===== config.mk =====
export PLATFORM = sky130hd
export DESIGN_NAME = alu_decode_stage_flat
export DESIGN_NICKNAME = d
export VERILOG_FILES = /design/src/rtl/alu_decode_stage_pkg.sv /design/src/rtl/alu_decode_stage_if.sv /design/src/rtl/alu_decode_stage_imm_gen.sv /design/src/rtl/alu_decode_stage.sv /design/src/flat_wrapper.sv
export SDC_FILE = /design/constraint.sdc
export NUM_CORES = 1
export LEC_CHECK = 0
export ABC_AREA = 1
export CORE_ASPECT_RATIO = 0.7
export CORE_UTILIZATION = 39
export CTS_CLUSTER_DIAMETER = 60
export DETAILED_ROUTE_END_ITERATION = 8
export GPL_TIMING_DRIVEN = 0
export HOLD_SLACK_MARGIN = 0.15
export PLACE_DENSITY = 0.77
export SKIP_LAST_GASP = 1
export SYNTH_ARGS = -nofsm -noshare
export SYNTH_HDL_FRONTEND = slang
export SYNTH_SLANG_ARGS = --single-unit

===== constraint.sdc =====
create_clock -name clk -period 1.4 [get_ports clk]
set_clock_uncertainty 0.1 [all_clocks]
set_input_delay 0.28 -clock clk [delete_from_list [all_inputs] [get_ports clk]]
set_output_delay 0.28 -clock clk [all_outputs]
set_load 0.01 [all_outputs]

===== src/rtl/alu_decode_stage_pkg.sv =====
// Shared types and encodings for the RV32I ID->EX decode stage.
// Holds ALU opcodes, operand selects, RV32I opcode/funct fields and the decoded bundle.
package alu_decode_stage_pkg;

   localparam int unsigned WORD_WIDTH = 32;
   localparam int unsigned REG_ADDR_W = 5;
   localparam int unsigned ALU_CTL_W  = 4;
   localparam int unsigned A_SEL_W    = 2;

   typedef enum logic [ALU_CTL_W-1:0] {
      ALU_ADD  = 4'd0,
      ALU_SUB  = 4'd1,
      ALU_SLL  = 4'd2,
      ALU_SLT  = 4'd3,
      ALU_SLTU = 4'd4,
      ALU_XOR  = 4'd5,
      ALU_SRL  = 4'd6,
      ALU_SRA  = 4'd7,
      ALU_OR   = 4'd8,
      ALU_AND  = 4'd9,
      ALU_EQ   = 4'd10,
      ALU_NEQ  = 4'd11,
      ALU_GE   = 4'd12,
      ALU_GEU  = 4'd13
   } alu_op_e;

   localparam logic [A_SEL_W-1:0] A_SEL_RS1  = 2'd0;
   localparam logic [A_SEL_W-1:0] A_SEL_PC   = 2'd1;
   localparam logic [A_SEL_W-1:0] A_SEL_ZERO = 2'd2;
   localparam logic               B_SEL_RS2  = 1'b0;
   localparam logic               B_SEL_IMM  = 1'b1;

   localparam logic [6:0] OPC_OP     = 7'b0110011;
   localparam logic [6:0] OPC_OP_IMM = 7'b0010011;
   localparam logic [6:0] OPC_BRANCH = 7'b1100011;
   localparam logic [6:0] OPC_LOAD   = 7'b0000011;
   localparam logic [6:0] OPC_STORE  = 7'b0100011;
   localparam logic [6:0] OPC_JALR   = 7'b1100111;
   localparam logic [6:0] OPC_LUI    = 7'b0110111;
   localparam logic [6:0] OPC_AUIPC  = 7'b0010111;
   localparam logic [6:0] OPC_JAL    = 7'b1101111;

   localparam logic [2:0] F3_ADD  = 3'b000;
   localparam logic [2:0] F3_SLL  = 3'b001;
   localparam logic [2:0] F3_SLT  = 3'b010;
   localparam logic [2:0] F3_SLTU = 3'b011;
   localparam logic [2:0] F3_XOR  = 3'b100;
   localparam logic [2:0] F3_SR   = 3'b101;
   localparam logic [2:0] F3_OR   = 3'b110;

   localparam logic [2:0] F3_BEQ  = 3'b000;
   localparam logic [2:0] F3_BNE  = 3'b001;
   localparam logic [2:0] F3_BLT  = 3'b100;
   localparam logic [2:0] F3_BGE  = 3'b101;
   localparam logic [2:0] F3_BLTU = 3'b110;
   localparam logic [2:0] F3_BGEU = 3'b111;

   localparam logic [6:0] F7_BASE = 7'h00;
   localparam logic [6:0] F7_ALT  = 7'h20;

   typedef struct packed {
      logic [ALU_CTL_W-1:0]  alu_ctl;
      logic [A_SEL_W-1:0]    a_sel;
      logic                  b_sel;
      logic [WORD_WIDTH-1:0] imm;
      logic [REG_ADDR_W-1:0] rs1;
      logic [REG_ADDR_W-1:0] rs2;
      logic [REG_ADDR_W-1:0] rd;
      logic                  is_branch;
      logic                  illegal;
      logic [WORD_WIDTH-1:0] pc;
   } dec_bundle_t;

   // Integer ALU op for OP/OP-IMM; alt picks SUB/SRA over ADD/SRL
   function automatic alu_op_e f3_to_alu(input logic [2:0] f3, input logic alt);
      case (f3)
         F3_ADD:  return alt ? ALU_SUB : ALU_ADD;
         F3_SLL:  return ALU_SLL;
         F3_SLT:  return ALU_SLT;
         F3_SLTU: return ALU_SLTU;
         F3_XOR:  return ALU_XOR;
         F3_SR:   return alt ? ALU_SRA : ALU_SRL;
         F3_OR:   return ALU_OR;
         default: return ALU_AND;
      endcase
   endfunction

   function automatic logic f3_has_alt(input logic [2:0] f3);
      return (f3 == F3_ADD) || (f3 == F3_SR);
   endfunction

endpackage


===== src/rtl/alu_decode_stage_if.sv =====
// Fetch-side and EX-side handshake plus decoded bundle of the decode stage.
// master = the decode stage, slave = its surroundings (fetch + execute).
interface alu_decode_stage_if;
   import alu_decode_stage_pkg::*;

   logic                  in_valid;
   logic                  in_ready;
   logic [WORD_WIDTH-1:0] in_instr;
   logic [WORD_WIDTH-1:0] in_pc;
   logic                  flush;

   logic                  out_valid;
   logic                  out_ready;
   logic [ALU_CTL_W-1:0]  alu_ctl;
   logic [A_SEL_W-1:0]    a_sel;
   logic                  b_sel;
   logic [WORD_WIDTH-1:0] imm;
   logic [REG_ADDR_W-1:0] rs1;
   logic [REG_ADDR_W-1:0] rs2;
   logic [REG_ADDR_W-1:0] rd;
   logic                  is_branch;
   logic                  illegal;
   logic [WORD_WIDTH-1:0] pc_out;

   modport master (
      input  in_valid, in_instr, in_pc, flush, out_ready,
      output in_ready, out_valid, alu_ctl, a_sel, b_sel, imm,
             rs1, rs2, rd, is_branch, illegal, pc_out
   );

   modport slave (
      output in_valid, in_instr, in_pc, flush, out_ready,
      input  in_ready, out_valid, alu_ctl, a_sel, b_sel, imm,
             rs1, rs2, rd, is_branch, illegal, pc_out
   );

endinterface


===== src/rtl/alu_decode_stage_imm_gen.sv =====
// Combinational RV32I immediate extraction, format chosen from the opcode.
module alu_decode_stage_imm_gen
   import alu_decode_stage_pkg::*;
(
   input  logic [WORD_WIDTH-1:0] instr_i,
   output logic [WORD_WIDTH-1:0] imm_c_o
);

   logic [6:0]            opcode;
   logic [2:0]            funct3;
   logic [WORD_WIDTH-1:0] i_imm;
   logic [WORD_WIDTH-1:0] s_imm;
   logic [WORD_WIDTH-1:0] b_imm;
   logic [WORD_WIDTH-1:0] u_imm;
   logic [WORD_WIDTH-1:0] j_imm;
   logic [WORD_WIDTH-1:0] sh_imm;

   assign opcode = instr_i[6:0];
   assign funct3 = instr_i[14:12];

   assign i_imm  = {{20{instr_i[31]}}, instr_i[31:20]};
   assign s_imm  = {{20{instr_i[31]}}, instr_i[31:25], instr_i[11:7]};
   assign b_imm  = {{19{instr_i[31]}}, instr_i[31], instr_i[7], instr_i[30:25], instr_i[11:8], 1'b0};
   assign u_imm  = {instr_i[31:12], 12'h000};
   assign j_imm  = {{11{instr_i[31]}}, instr_i[31], instr_i[19:12], instr_i[20], instr_i[30:21], 1'b0};
   assign sh_imm = {27'd0, instr_i[24:20]};

   always_comb begin : sel_format
      imm_c_o = '0;
      case (opcode)
         OPC_OP_IMM:         imm_c_o = ((funct3 == F3_SLL) || (funct3 == F3_SR)) ? sh_imm : i_imm;
         OPC_LOAD, OPC_JALR: imm_c_o = i_imm;
         OPC_STORE:          imm_c_o = s_imm;
         OPC_BRANCH:         imm_c_o = b_imm;
         OPC_LUI, OPC_AUIPC: imm_c_o = u_imm;
         OPC_JAL:            imm_c_o = j_imm;
         default:            imm_c_o = '0;
      endcase
   end

endmodule


===== src/rtl/alu_decode_stage.sv =====
// Registered ID->EX stage: decodes one RV32I instruction per accepted beat into
// an ALU control bundle held in a one-entry output register with valid/ready and flush.
module alu_decode_stage
   import alu_decode_stage_pkg::*;
(
   input  logic               clk,
   input  logic               rst,
   alu_decode_stage_if.master bus
);

   typedef enum logic {
      EMPTY = 1'b0,
      FULL  = 1'b1
   } state_e;

   state_e                state_q;
   state_e                state_d;
   dec_bundle_t           bundle_q;
   dec_bundle_t           bundle_d;
   dec_bundle_t           dec_c;
   logic [WORD_WIDTH-1:0] imm_c;
   logic                  bad_c;
   logic                  accept_c;
   logic                  consume_c;
   logic [6:0]            opcode;
   logic [2:0]            funct3;
   logic [6:0]            funct7;

   assign opcode = bus.in_instr[6:0];
   assign funct3 = bus.in_instr[14:12];
   assign funct7 = bus.in_instr[31:25];

   alu_decode_stage_imm_gen u_imm_gen (
      .instr_i (bus.in_instr),
      .imm_c_o (imm_c)
   );

   // Opcode decode; an illegal encoding still produces a bundle, neutralised below
   always_comb begin : decode
      dec_c     = '0;
      bad_c     = 1'b0;
      dec_c.imm = imm_c;
      dec_c.rs1 = bus.in_instr[19:15];
      dec_c.rs2 = bus.in_instr[24:20];
      dec_c.rd  = bus.in_instr[11:7];
      dec_c.pc  = bus.in_pc;
      case (opcode)
         OPC_OP: begin
            dec_c.alu_ctl = f3_to_alu(funct3, funct7[5]);
            bad_c = !((funct7 == F7_BASE) || ((funct7 == F7_ALT) && f3_has_alt(funct3)));
         end
         OPC_OP_IMM: begin
            dec_c.b_sel   = B_SEL_IMM;
            dec_c.alu_ctl = f3_to_alu(funct3, funct7[5] && (funct3 == F3_SR));
            if (funct3 == F3_SLL) begin
               bad_c = (funct7 != F7_BASE);
            end else if (funct3 == F3_SR) begin
               bad_c = (funct7 != F7_BASE) && (funct7 != F7_ALT);
            end
         end
         OPC_BRANCH: begin
            dec_c.is_branch = 1'b1;
            dec_c.rd        = '0;
            case (funct3)
               F3_BEQ:  dec_c.alu_ctl = ALU_EQ;
               F3_BNE:  dec_c.alu_ctl = ALU_NEQ;
               F3_BLT:  dec_c.alu_ctl = ALU_SLT;
               F3_BGE:  dec_c.alu_ctl = ALU_GE;
               F3_BLTU: dec_c.alu_ctl = ALU_SLTU;
               F3_BGEU: dec_c.alu_ctl = ALU_GEU;
               default: bad_c = 1'b1;
            endcase
         end
         OPC_LOAD: begin
            dec_c.b_sel = B_SEL_IMM;
            bad_c = (funct3 == 3'b011) || (funct3 >= 3'b110);
         end
         OPC_STORE: begin
            dec_c.b_sel = B_SEL_IMM;
            dec_c.rd    = '0;
            bad_c = (funct3 > 3'b010);
         end
         OPC_JALR: begin
            dec_c.b_sel = B_SEL_IMM;
            bad_c = (funct3 != 3'b000);
         end
         OPC_LUI: begin
            dec_c.a_sel = A_SEL_ZERO;
            dec_c.b_sel = B_SEL_IMM;
         end
         OPC_AUIPC, OPC_JAL: begin
            dec_c.a_sel = A_SEL_PC;
            dec_c.b_sel = B_SEL_IMM;
         end
         default: bad_c = 1'b1;
      endcase
      if (bad_c) begin
         dec_c.illegal   = 1'b1;
         dec_c.alu_ctl   = ALU_ADD;
         dec_c.rd        = '0;
         dec_c.is_branch = 1'b0;
      end
   end

   assign bus.in_ready = (state_q == EMPTY) || bus.out_ready;
   assign accept_c     = bus.in_valid && bus.in_ready && !bus.flush;
   assign consume_c    = (state_q == FULL) && bus.out_ready;

   // Flush beats accept; accept-with-consume keeps FULL with the new bundle
   always_comb begin : next_state
      state_d  = state_q;
      bundle_d = bundle_q;
      if (bus.flush) begin
         state_d = EMPTY;
      end else if (accept_c) begin
         state_d  = FULL;
         bundle_d = dec_c;
      end else if (consume_c) begin
         state_d = EMPTY;
      end
   end

   always_ff @(posedge clk) begin : regs
      if (rst) begin
         state_q  <= EMPTY;
         bundle_q <= '0;
      end else begin
         state_q  <= state_d;
         bundle_q <= bundle_d;
      end
   end

   assign bus.out_valid = (state_q == FULL);
   assign bus.alu_ctl   = bundle_q.alu_ctl;
   assign bus.a_sel     = bundle_q.a_sel;
   assign bus.b_sel     = bundle_q.b_sel;
   assign bus.imm       = bundle_q.imm;
   assign bus.rs1       = bundle_q.rs1;
   assign bus.rs2       = bundle_q.rs2;
   assign bus.rd        = bundle_q.rd;
   assign bus.is_branch = bundle_q.is_branch;
   assign bus.illegal   = bundle_q.illegal;
   assign bus.pc_out    = bundle_q.pc;

endmodule


===== src/flat_wrapper.sv =====
// flat-port wrapper written by rule: the top's interface ports become plain ports
module alu_decode_stage_flat import alu_decode_stage_pkg::*;
  (clk, rst, bus_in_valid, bus_in_instr, bus_in_pc, bus_flush, bus_out_ready, bus_in_ready, bus_out_valid, bus_alu_ctl, bus_a_sel, bus_b_sel, bus_imm, bus_rs1, bus_rs2, bus_rd, bus_is_branch, bus_illegal, bus_pc_out);
  alu_decode_stage_if bus_i ();
  input  logic clk;
  input  logic rst;
  input wire logic [$bits(bus_i.in_valid)-1:0] bus_in_valid;
  input wire logic [$bits(bus_i.in_instr)-1:0] bus_in_instr;
  input wire logic [$bits(bus_i.in_pc)-1:0] bus_in_pc;
  input wire logic [$bits(bus_i.flush)-1:0] bus_flush;
  input wire logic [$bits(bus_i.out_ready)-1:0] bus_out_ready;
  output wire logic [$bits(bus_i.in_ready)-1:0] bus_in_ready;
  output wire logic [$bits(bus_i.out_valid)-1:0] bus_out_valid;
  output wire logic [$bits(bus_i.alu_ctl)-1:0] bus_alu_ctl;
  output wire logic [$bits(bus_i.a_sel)-1:0] bus_a_sel;
  output wire logic [$bits(bus_i.b_sel)-1:0] bus_b_sel;
  output wire logic [$bits(bus_i.imm)-1:0] bus_imm;
  output wire logic [$bits(bus_i.rs1)-1:0] bus_rs1;
  output wire logic [$bits(bus_i.rs2)-1:0] bus_rs2;
  output wire logic [$bits(bus_i.rd)-1:0] bus_rd;
  output wire logic [$bits(bus_i.is_branch)-1:0] bus_is_branch;
  output wire logic [$bits(bus_i.illegal)-1:0] bus_illegal;
  output wire logic [$bits(bus_i.pc_out)-1:0] bus_pc_out;
  assign bus_i.in_valid = bus_in_valid;
  assign bus_i.in_instr = bus_in_instr;
  assign bus_i.in_pc = bus_in_pc;
  assign bus_i.flush = bus_flush;
  assign bus_i.out_ready = bus_out_ready;
  assign bus_in_ready = bus_i.in_ready;
  assign bus_out_valid = bus_i.out_valid;
  assign bus_alu_ctl = bus_i.alu_ctl;
  assign bus_a_sel = bus_i.a_sel;
  assign bus_b_sel = bus_i.b_sel;
  assign bus_imm = bus_i.imm;
  assign bus_rs1 = bus_i.rs1;
  assign bus_rs2 = bus_i.rs2;
  assign bus_rd = bus_i.rd;
  assign bus_is_branch = bus_i.is_branch;
  assign bus_illegal = bus_i.illegal;
  assign bus_pc_out = bus_i.pc_out;
  alu_decode_stage u_core (.clk(clk), .rst(rst), .bus(bus_i));
endmodule

* Word level (Yosys, flattened, before mapping)
Index checks and enable logic that the tools add are counted.
** Storage, ports and cells
- Flip-flop bits (word level) :: 89
- Input bits :: 69
- Output and inout bits :: 90
- Word-level logic and storage cells :: 82
** Cells by class
- Order comparisons :: 2
- Eq/ne operators :: 18
- Mux-type cells :: 22
- Bitwise gates (word level) :: 2
- Reduce and logical (&&, ||, !) cells :: 27
** Operators with widths (number)
- $pmux 32 s6 :: 1
- $pmux 4 s7 :: 2
- $mux 32 :: 1
- $eq 7x6->1 const B :: 4
- $pmux 4 s6 :: 1
- $eq 7x7->1 const B :: 3
- $eq 7x5->1 const B :: 2
- $eq 3x3->1 const B :: 4
- $pmux 4 s3 :: 1
- $mux 1 :: 11
- $reduce_or 2->1 :: 5
- $eq 7x2->1 const B :: 1
- $logic_not 7->1 :: 1
- $mux 7 :: 1
- $ne 7x6->1 const B :: 1
- $pmux 1 s7 :: 1
- $reduce_bool 7->1 :: 1
- $reduce_or 7->1 :: 1
- $eq 3x2->1 const B :: 2
- $logic_and 1x1->1 :: 6
- $reduce_or 6->1 :: 1
- $logic_or 1x1->1 :: 5
- $mux 5 :: 1
- $mux 4 :: 1
- 11 further kinds :: 13

* Longest topological paths before layout
Gate-level depths: netlist of the first run.
- Word-level depth :: 7
- Depth in mapped cells :: 12
- Mapped depth without buffers :: 12

* Cells and area by module
From an unflattened synthesis of the first run, not the netlist that was laid out.
** Unflattened totals
- Cell total of the unflattened synthesis :: 726
- Area, all modules :: 4653.2 um^2
** Modules (own cells, without submodules)
- alu_decode_stage :: instances 1, cells an instance 507, area an instance 3580.9 um^2, seq. area each 1781.7 um^2
- alu_decode_stage_imm_gen :: instances 1, cells an instance 219, area an instance 1072.3 um^2, seq. area each 0.0 um^2

* Worst setup path before layout of the first run
OpenSTA, ideal clock, no wires.
- Path type :: flip-flop to flip-flop
- Start point :: register u_core.state_q, in the netlist u_core.bus.out_valid
- End point :: register u_core.bundle_q (netlist bit u_core.bus.imm[29])
- Library setup time :: 70 ps
- Data arrival time :: 1399 ps
- Data required time :: 1230 ps
- Slack :: -169 ps
- Stages on the path, launching flop included :: 9
- Buffers on the path :: 2
- Period minus slack after synthesis :: 1569 ps
- Cell sequence :: dfxtp_1 > nand2_1 > nand2_1 > nor2_1 > inv_1 > buf_2 > clkbuf_1 > nand2_1 > a21oi_1
** On the way
- Word-level cells in the longest chain between the ends :: 5
** Ends and longest elaborated chain
- from (decl) :: RTL line alu_decode_stage.sv:16 : state_e state_q;
- from (signal assigned) :: RTL line alu_decode_stage.sv:128 : state_q <= state_d;
- $not 1->1 :: RTL line alu_decode_stage.sv:105 : assign bus.in_ready = (state_q == EMPTY) || bus.out_ready;
- $logic_or 1x1->1 :: RTL line alu_decode_stage.sv:105
- via bus_in_ready :: RTL line flat_wrapper.sv:12 : output wire logic [$bits(bus_i.in_ready)-1:0] bus_in_ready;
- $logic_and 1x1->1 (2 in a row) :: RTL line alu_decode_stage.sv:106 : assign accept_c = bus.in_valid && bus.in_ready && !bus.flush;
- $reduce_and 2->1 (no source line)
- to (signal assigned) :: RTL line alu_decode_stage.sv:129 : bundle_q <= bundle_d;
- to (decl) :: RTL line alu_decode_stage.sv:18 : dec_bundle_t bundle_q;
The timed path passes the listed nets, and every way through them passes these cells.
A chain may end at the register's enable or synchronous reset.

* Final worst setup path of the first run
- Start point :: register u_core.state_q, in the netlist u_core.bus.out_valid
- End point :: register u_core.bundle_q (netlist bit u_core.bus.is_branch)
** On the way
- Word-level cells in the longest chain between the ends :: 5
** Ends and longest elaborated chain (RTL line)
- $not 1->1 :: alu_decode_stage.sv:105
- $logic_or 1x1->1 :: alu_decode_stage.sv:105
- $logic_and 1x1->1 (2 in a row) :: alu_decode_stage.sv:106
- $reduce_and 2->1 (no source line)
Every way passes these cells.

==> impl_results.md, run 1 <==
* Crit path max fanout at 5
* Row cnt at 30
* TritonCTS Buffers at 9
* Clock Path Buffers at 2
* Vias in the first global route at 5146
* Clock sinks at 89
* Max Freq at 627.1 MHz
* Initial Util at 0.4053
* Violated checks: negative setup slack
* Leak pwr at 3.367 nW
* Final WL at 17400 µm
* Boundary Pins at 159
* Core area at 0.009759 mm²
* Worst-Margin Slew at 0.6659 ns
* Post-route worst setup slack at -0.1946 ns
* Max-cap check violation count at 0
* Layout cell share with drive strength beyond 1 at 0.3375
* Syn Std Cell Area at 0.003955 mm²
* CP peak stage delay at 0.33 ns
* Critical Path AT at 1.76 ns
* Tcrit/Tclk final at 1.139
* CP required at 1.56 ns
* Routed vias at 5115
* CTS Root Buffer Type: clkbuf_16
* Worst path slowest cell: dfxtp_2
* Crit-path cells: nand2_4 -> nand2_4 -> nor2_4 -> buf_4 -> buf_6 -> clkbuf_16 -> buf_4 -> o21ai_0 -> a21oi_1
* Gpl congestion at 0.9180
* Detailed placer's ending HPWL at 10380 µm
* Clock transition at the registers of the reported paths at 0.07 ns
* HP Class: input port to flip-flop
* Yosys warnings at 0
* Final worst path period need at 1.595 ns
* Max_slew headroom at 0.5560
* Power per cell area at 891.1 mW/mm²
* Antenna diodes at 0
* Critical path class: flip-flop to flip-flop
* Reg2Reg Depth at 9
* Die area at 0.01055 mm²
* Setup TNS at -7.791 ns
* Synth unique cells at 27
* Startpoint Class: flip-flop
* Max IR drop VDD at 0.8912 mV
* Tot GR Track Use at 0.3321
* Setup Viol. Count Final at 87
* Drt pass-1 iters at 5
* Status: complete, but fails checks
* Hold Path Depth at 3
* Hold Vio Cnt, Final at 0
* Largest net degree at the start of global routing at 17
* Worst setup EP type: flip-flop
* Post-route DRC at 0
* Via density at 5.494
* WL/cell at 18.69 µm
* Grt ovf at 0
* Chip height at 86.26 µm
* Nets at 867
* Seq/Total Area, Yosys at 0.4505
* RSZ-0062 raised after global routing: yes
* Yosys reg bits at 89
* Synthesized Nets at 652
* Syn_area_per_cell at 6.784 µm²
* Die Span X at 122.4 µm
* CTS tree: done
* Clk Latency, worst-skew pair at 0.34 ns
* CTS H-tree depth at 3
* Max Slew Vio Count at 0
* Initial antenna violation count at 0
* Post-route antenna net violation count at 0
* Finished Core Util at 0.7701
* Post-synthesis cell count at 583
* Port bufs at 155
* # hold bufs at CTS at 0
* First-iteration detailed-routing DRC count at 363
* Power consumption at 0.006697 W
* First-pass GRT wire length at 26590 µm
* Place WS at -0.8082 ns
* P&R area growth vs syn at 90.03%
-- cell type report --
type	count	area, µm²
fillers	651	2243
well taps	128	160.2
repair buffers	204	2043
plain buffers	33	379.1
clock inverters	6	95.09
flip-flops and latches	89	1783
multi-input cells	435	2714
clock buffers	10	239.0
inverters	26	102.6
-- where the power goes --
part	leakage, nW	total, W	switching (W)	internal [W]
logic	2.48	0.00127	0.000658	0.000611
registers	0.726	0.00269	0.0000568	0.00263
clock network	0.164	0.00274	0.00110	0.00164
total	3.37	0.00670	0.00182	0.00488
-- synthesized netlist by cell type --
master	instances	area share
dfxtp_1	89	0.45
clkbuf_1	18	0.017
nand2_2	6	0.0095
a21oi_1	66	0.084
o22ai_1	2	0.0032
buf_6	1	0.0028
a21oi_4	1	0.0041
nor2_4	2	0.0057
o21ai_0	50	0.063
buf_1	2	0.0019
o211ai_1	1	0.0019
a31oi_1	1	0.0016
nand3_2	1	0.0025
a211oi_1	1	0.0019
nor3_1	2	0.0025
inv_1	25	0.024
inv_2	1	0.00095
nor2_2	4	0.0063
o21ai_1	2	0.0025
nand4_1	10	0.016
nor2_1	118	0.11
nand2_4	1	0.0028
o21ai_2	1	0.0022
a21oi_2	2	0.0044
nand3_1	18	0.023
nand2_1	144	0.14
buf_2	14	0.018
-- stage by stage --
step,area [µm²],hold WS [ns],cells
2_1_floorplan,4021,0.2585,583
3_3_place_gp,5733,0.3552,866
3_5_place_dp,5733,0.3609,866
4_1_cts,7378,0.2133,927
5_1_grt,7516,0.2272,931
6_report,7516,0.2377,931
-- cell families after synthesis --
| family | count (synthesis) | synth area share |
|---|---|---|
| AND/OR/NAND/NOR | 306 | 0.3167 |
| AO/OA/AOI/OAI | 127 | 0.1686 |
| flip-flops | 89 | 0.4505 |
| buffers and inverters | 61 | 0.06422 |
-- cells in the final DEF (no fill, tap or decap), types with 16 or more instances in the layout --
| cell type | n |
|---|---|
| inv_1 | 16 |
| nand2_2 | 36 |
| a21oi_1 | 42 |
| nand2_1 | 100 |
| clkdlybuf4s15_1 | 22 |
| a21oi_2 | 24 |
| dfxtp_1 | 88 |
| dlygate4sd2_1 | 72 |
| o21ai_0 | 35 |
| nor2_4 | 43 |
| buf_4 | 22 |
| clkdlybuf4s50_1 | 48 |
| buf_6 | 19 |
| nor2_1 | 67 |
-- worst max-delay path, delay by kind of cell (launching register included) --
family	cells	cell delay [ns]
buf+inv	4	0.48
simple gates	3	0.31
flops	1	0.33
compound gates	2	0.29
-- timing repair --
item | in CTS | in global routing
pin swaps | 101 | 50
gates cloned | 21 | 0
buffers inserted | 25 | 11
endpoints found under the setup margin | 178 | 113
gates resized for setup | 395 | 83
-- routing by layer --
| layer | wire length [µm] | GRT usage | vias to the layer above | part of all wire |
|---|---|---|---|---|
| met5 | 0 | 0 | - | 0 |
| met4 | 522 | 0.1308 | 0 | 0.030 |
| met3 | 1674 | 0.1237 | 52 | 0.096 |
| met2 | 8398 | 0.5480 | 286 | 0.48 |
| met1 | 6808 | 0.3913 | 2454 | 0.39 |
| li1 | - | - | 2323 | - |
-- state kept, by name (all words and copies together), names as in the netlist --
signal / flops
u_core.bus.out_valid: 1
u_core.bus.rs2: 5
u_core.bus.illegal: 1
u_core.bus.alu_ctl: 4
u_core.bus.rs1: 5
u_core.bus.rd: 5
u_core.bus.a_sel: 2
u_core.bus.b_sel: 1
u_core.bus.pc_out: 32
u_core.bus.imm: 32
u_core.bus.is_branch: 1
-- worst paths after layout --
path	startpoint	to	slack (ns)
worst max-delay path	u_core.bus.out_valid	u_core.bus.is_branch	-0.19
worst min-delay path	bus_in_instr[30]	u_core.bus.imm[10]	0.24
worst max register to register	u_core.bus.out_valid	u_core.bus.is_branch	-0.19
worst min register to register	u_core.bus.imm[2]	u_core.bus.imm[2]	0.37
Power figures use the tool's default switching activity.
==> inputs of run 2 (changes only) <==
--- a/config.mk
+++ b/config.mk
@@ -7,13 +7,14 @@
 export LEC_CHECK = 0
 export ABC_AREA = 1
 export CORE_ASPECT_RATIO = 0.7
-export CORE_UTILIZATION = 39
-export CTS_CLUSTER_DIAMETER = 60
+export CORE_UTILIZATION = 42
 export DETAILED_ROUTE_END_ITERATION = 8
+export GPL_ROUTABILITY_DRIVEN = 0
 export GPL_TIMING_DRIVEN = 0
 export HOLD_SLACK_MARGIN = 0.15
-export PLACE_DENSITY = 0.77
+export PLACE_DENSITY = 0.79
 export SKIP_LAST_GASP = 1
 export SYNTH_ARGS = -nofsm -noshare
 export SYNTH_HDL_FRONTEND = slang
+export SYNTH_HIERARCHICAL = 1
 export SYNTH_SLANG_ARGS = --single-unit
==> impl_results.md, run 2 <==
* Clk Latency, worst-skew pair at 0.34 ns (about the same)
* Die Span X at 127.8 µm (+4.4%)
* Clock Path Buffers at 2 (unchanged)
* WL/cell at 15.71 µm (-16%)
* Yosys top cell by area: dfxtp_1
* HP Class: input port to flip-flop
* Port bufs at 158 (+1.9%)
* Post-route antenna net violation count at 0 (unchanged)
* Final WL at 17010 µm (-2.3%)
* Initial Util at 0.4411 (+0.03580)
* Synthesized Nets at 795 (+22%)
* Die area at 0.01151 mm² (+9.1%)
* Power consumption at 0.006718 W (+0.32%)
* P&R area growth vs syn at 69.78%
* Reg2Reg Depth at 10 (+1)
* Max-cap check violation count at 0 (unchanged)
* Status: complete, but fails checks
* Clock transition at the registers of the reported paths at 0.07 ns (about the same)
* CTS tree: done
* Critical path class: flip-flop to flip-flop
* Finished Core Util at 0.7488 (-0.02131)
* Max Freq at 632.1 MHz (+0.79%)
* First-iteration detailed-routing DRC count at 463 (+28%)
* Critical Path AT at 1.72 ns (-0.04 ns)
* Via density at 5.137 (-6.5%)
* Setup Viol. Count Final at 87 (unchanged)
* TritonCTS Buffers at 9 (unchanged)
* Final worst path period need at 1.582 ns (-0.01251 ns)
* Seq pwr share at 0.410 (+0.009)
* Syn Std Cell Area at 0.004653 mm² (+18%)
* Power per cell area at 850.4 mW/mm² (-4.6%)
* Internal Power at 0.004816 W (-1.3%)
* Post-synthesis cell count at 726 (+25%)
* Top cell type's share of synthesized area at 0.3829 (-0.06759)
* Fraction of registers with async set/reset at 0 (unchanged)
* Placed cell areas at 0.006420 mm² (+12%)
* Most frequent cells in the layout: nor2_1, nand2_1, dfxtp_1
* Sw Ratio at 0.2832 (+0.01209)
* Worst-Margin Slew at 0.5720 ns (-0.09398 ns)
* Place WS at -0.8910 ns (-0.08277 ns)
* Post-route worst setup slack at -0.1821 ns (+0.01251 ns)
* Post-route DRC at 0 (unchanged)
* Tcrit/Tclk final at 1.130 (-0.008935)
* Grt ovf at 0 (unchanged)
* Violated checks: negative setup slack
* Clock network fraction of design power at 0.366 (-0.043)
* Largest net degree at the start of global routing at 16 (-1)
* Yosys reg bits at 89 (unchanged)
* Leak pwr at 3.948 nW (+17%)
* Seq/Total Area, Yosys at 0.3829 (-0.06759)
* Core area at 0.01055 mm² (+8.1%)
* Nets at 999 (+15%)
* Count leader, synth: nor2_1
* First-pass GRT wire length at 25210 µm (-5.2%)
* Hold Path Depth at 2 (-1)
* Boundary Pins at 159 (unchanged)
* Post-route cell area at 0.007900 mm² (+5.1%)
* Post-synth top cells: nor2_1, nand2_1, dfxtp_1
* RSZ-0062 raised after global routing: yes
* CTS H-tree depth at 3 (unchanged)
* Chip height at 90.07 µm (+4.4%)
* Layout cell share with drive strength beyond 1 at 0.3016 (-0.03588)
* Synth unique cells at 26 (-3.7%)
* Max Slew Vio Count at 0 (unchanged)
* Clock sinks at 89 (unchanged)
* Drt pass-1 iters at 9 (+4)
* Syn_area_per_cell at 6.409 µm² (-5.5%)
* Synth area leaders: dfxtp_1, nor2_1, nand2_1, o21ai_0, nand3_1
* Initial antenna violation count at 0 (unchanged)
* Yosys warnings at 6 (+6)
* Commonest non-fill, non-tap cell in the layout: nor2_1
* Max_slew headroom at 0.6187 (+0.06265)
* Max IR drop VDD at 0.5807 mV (-35%)
* Routed vias at 5563 (+8.8%)
* Row cnt at 31 (+3.3%)
* EDFF count, synth at 0 (unchanged)
* Antenna diodes at 0 (unchanged)
* Vias in the first global route at 4997 (-2.9%)
* Detailed placer's ending HPWL at 10880 µm (+4.8%)
* Setup TNS at -10.02 ns (-2.228 ns)
* Tot GR Track Use at 0.2755 (-0.05668)
* CP required at 1.53 ns (-0.03 ns)
* P_sw at 0.001903 W (+4.8%)
* Logic pwr share at 0.224 (+0.035)
* Worst setup EP type: flip-flop
* Crit path max fanout at 8 (+3)
* CTS Root Buffer Type: clkbuf_16
* Top_reg_cell synth: dfxtp_1
* Hold Vio Cnt, Final at 0 (unchanged)
* Startpoint Class: flip-flop
[run 2: metal layers]
layer	wire length [µm]	up-vias	global-route usage
li1	-	2712	-
met1	7231	2496	0.3734
met2	7620	313	0.4293
met3	1859	42	0.07976
met4	299	0	0.06471
met5	0	-	0
[run 2: cells by family (layout without fill, tap and decap cells)]
| group | after synthesis | after routing | synth area share |
|---|---|---|---|
| flip-flops | 89 | 89 | 0.3829 |
| buffers and inverters | 85 | 293 | 0.08120 |
| AND/OR/NAND/NOR | 441 | 442 | 0.4119 |
| AO/OA/AOI/OAI | 111 | 111 | 0.1240 |
[run 2: metrics by stage]
step | std cells | hold slack [ns]
2_1_floorplan | 726 | 0.2491
3_3_place_gp | 1032 | 0.3545
3_5_place_dp | 1032 | 0.3587
4_1_cts | 1072 | 0.2219
5_1_grt | 1083 | 0.1760
6_report | 1083 | 0.1652
[run 2: power groups by stage]
stage | Sequential (W) | Clock, W | Combinational (W)
3_3_place_gp | 0.00280 | 0 | 0.00115
6_report | 0.00275 | 0.00246 | 0.00150
2_1_floorplan | 0.00287 | 0 | 0.000419
4_1_cts | 0.00275 | 0.00249 | 0.00130
3_5_place_dp | 0.00280 | 0 | 0.00116
5_1_grt | 0.00277 | 0.00261 | 0.00161
[run 2: path summary, 6_finish.rpt]
check,from,endpoint,slack [ns]
worst min register to register,u_core/bus.rd[2],u_core/bus.rd[2],0.36
worst max register to register,u_core/bus.out_valid,u_core/bus.rs1[4],-0.18
worst max-delay path,u_core/bus.out_valid,u_core/bus.rs1[4],-0.18
worst min-delay path,rst,u_core/bus.alu_ctl[1],0.17
[run 2: final cells by class]
type	count	area, µm²
Buffer	34	372.9
Fill cell	814	2650
Sequential cell	89	1783
Timing Repair Buffer	195	1879
Tap cell	148	185.2
Clock buffer	11	242.7
Multi-Input combinational cell	553	3172
Inverter	48	202.7
Clock inverter	5	62.56
[run 2: worst max-delay path, cell delays in order (launching register included)]
cell and delay (ns):
dfxtp_2 0.33, inv_2 0.07, nor2_4 0.04, nor3_4 0.11, buf_6 0.16, buf_6 0.12
clkinv_8 0.08, buf_12 0.15, clkbuf_16 0.17, nor2_4 0.09, nor2_2 0.05
[run 2: timing repair]
action / in CTS / in global routing
setup endpoints to repair: 178 / 95
pin swaps: 10 / 37
setup buffers: 15 / 11
hold buffers: 0 / 0
gates cloned: 10 / 4
resized for setup: 261 / 237
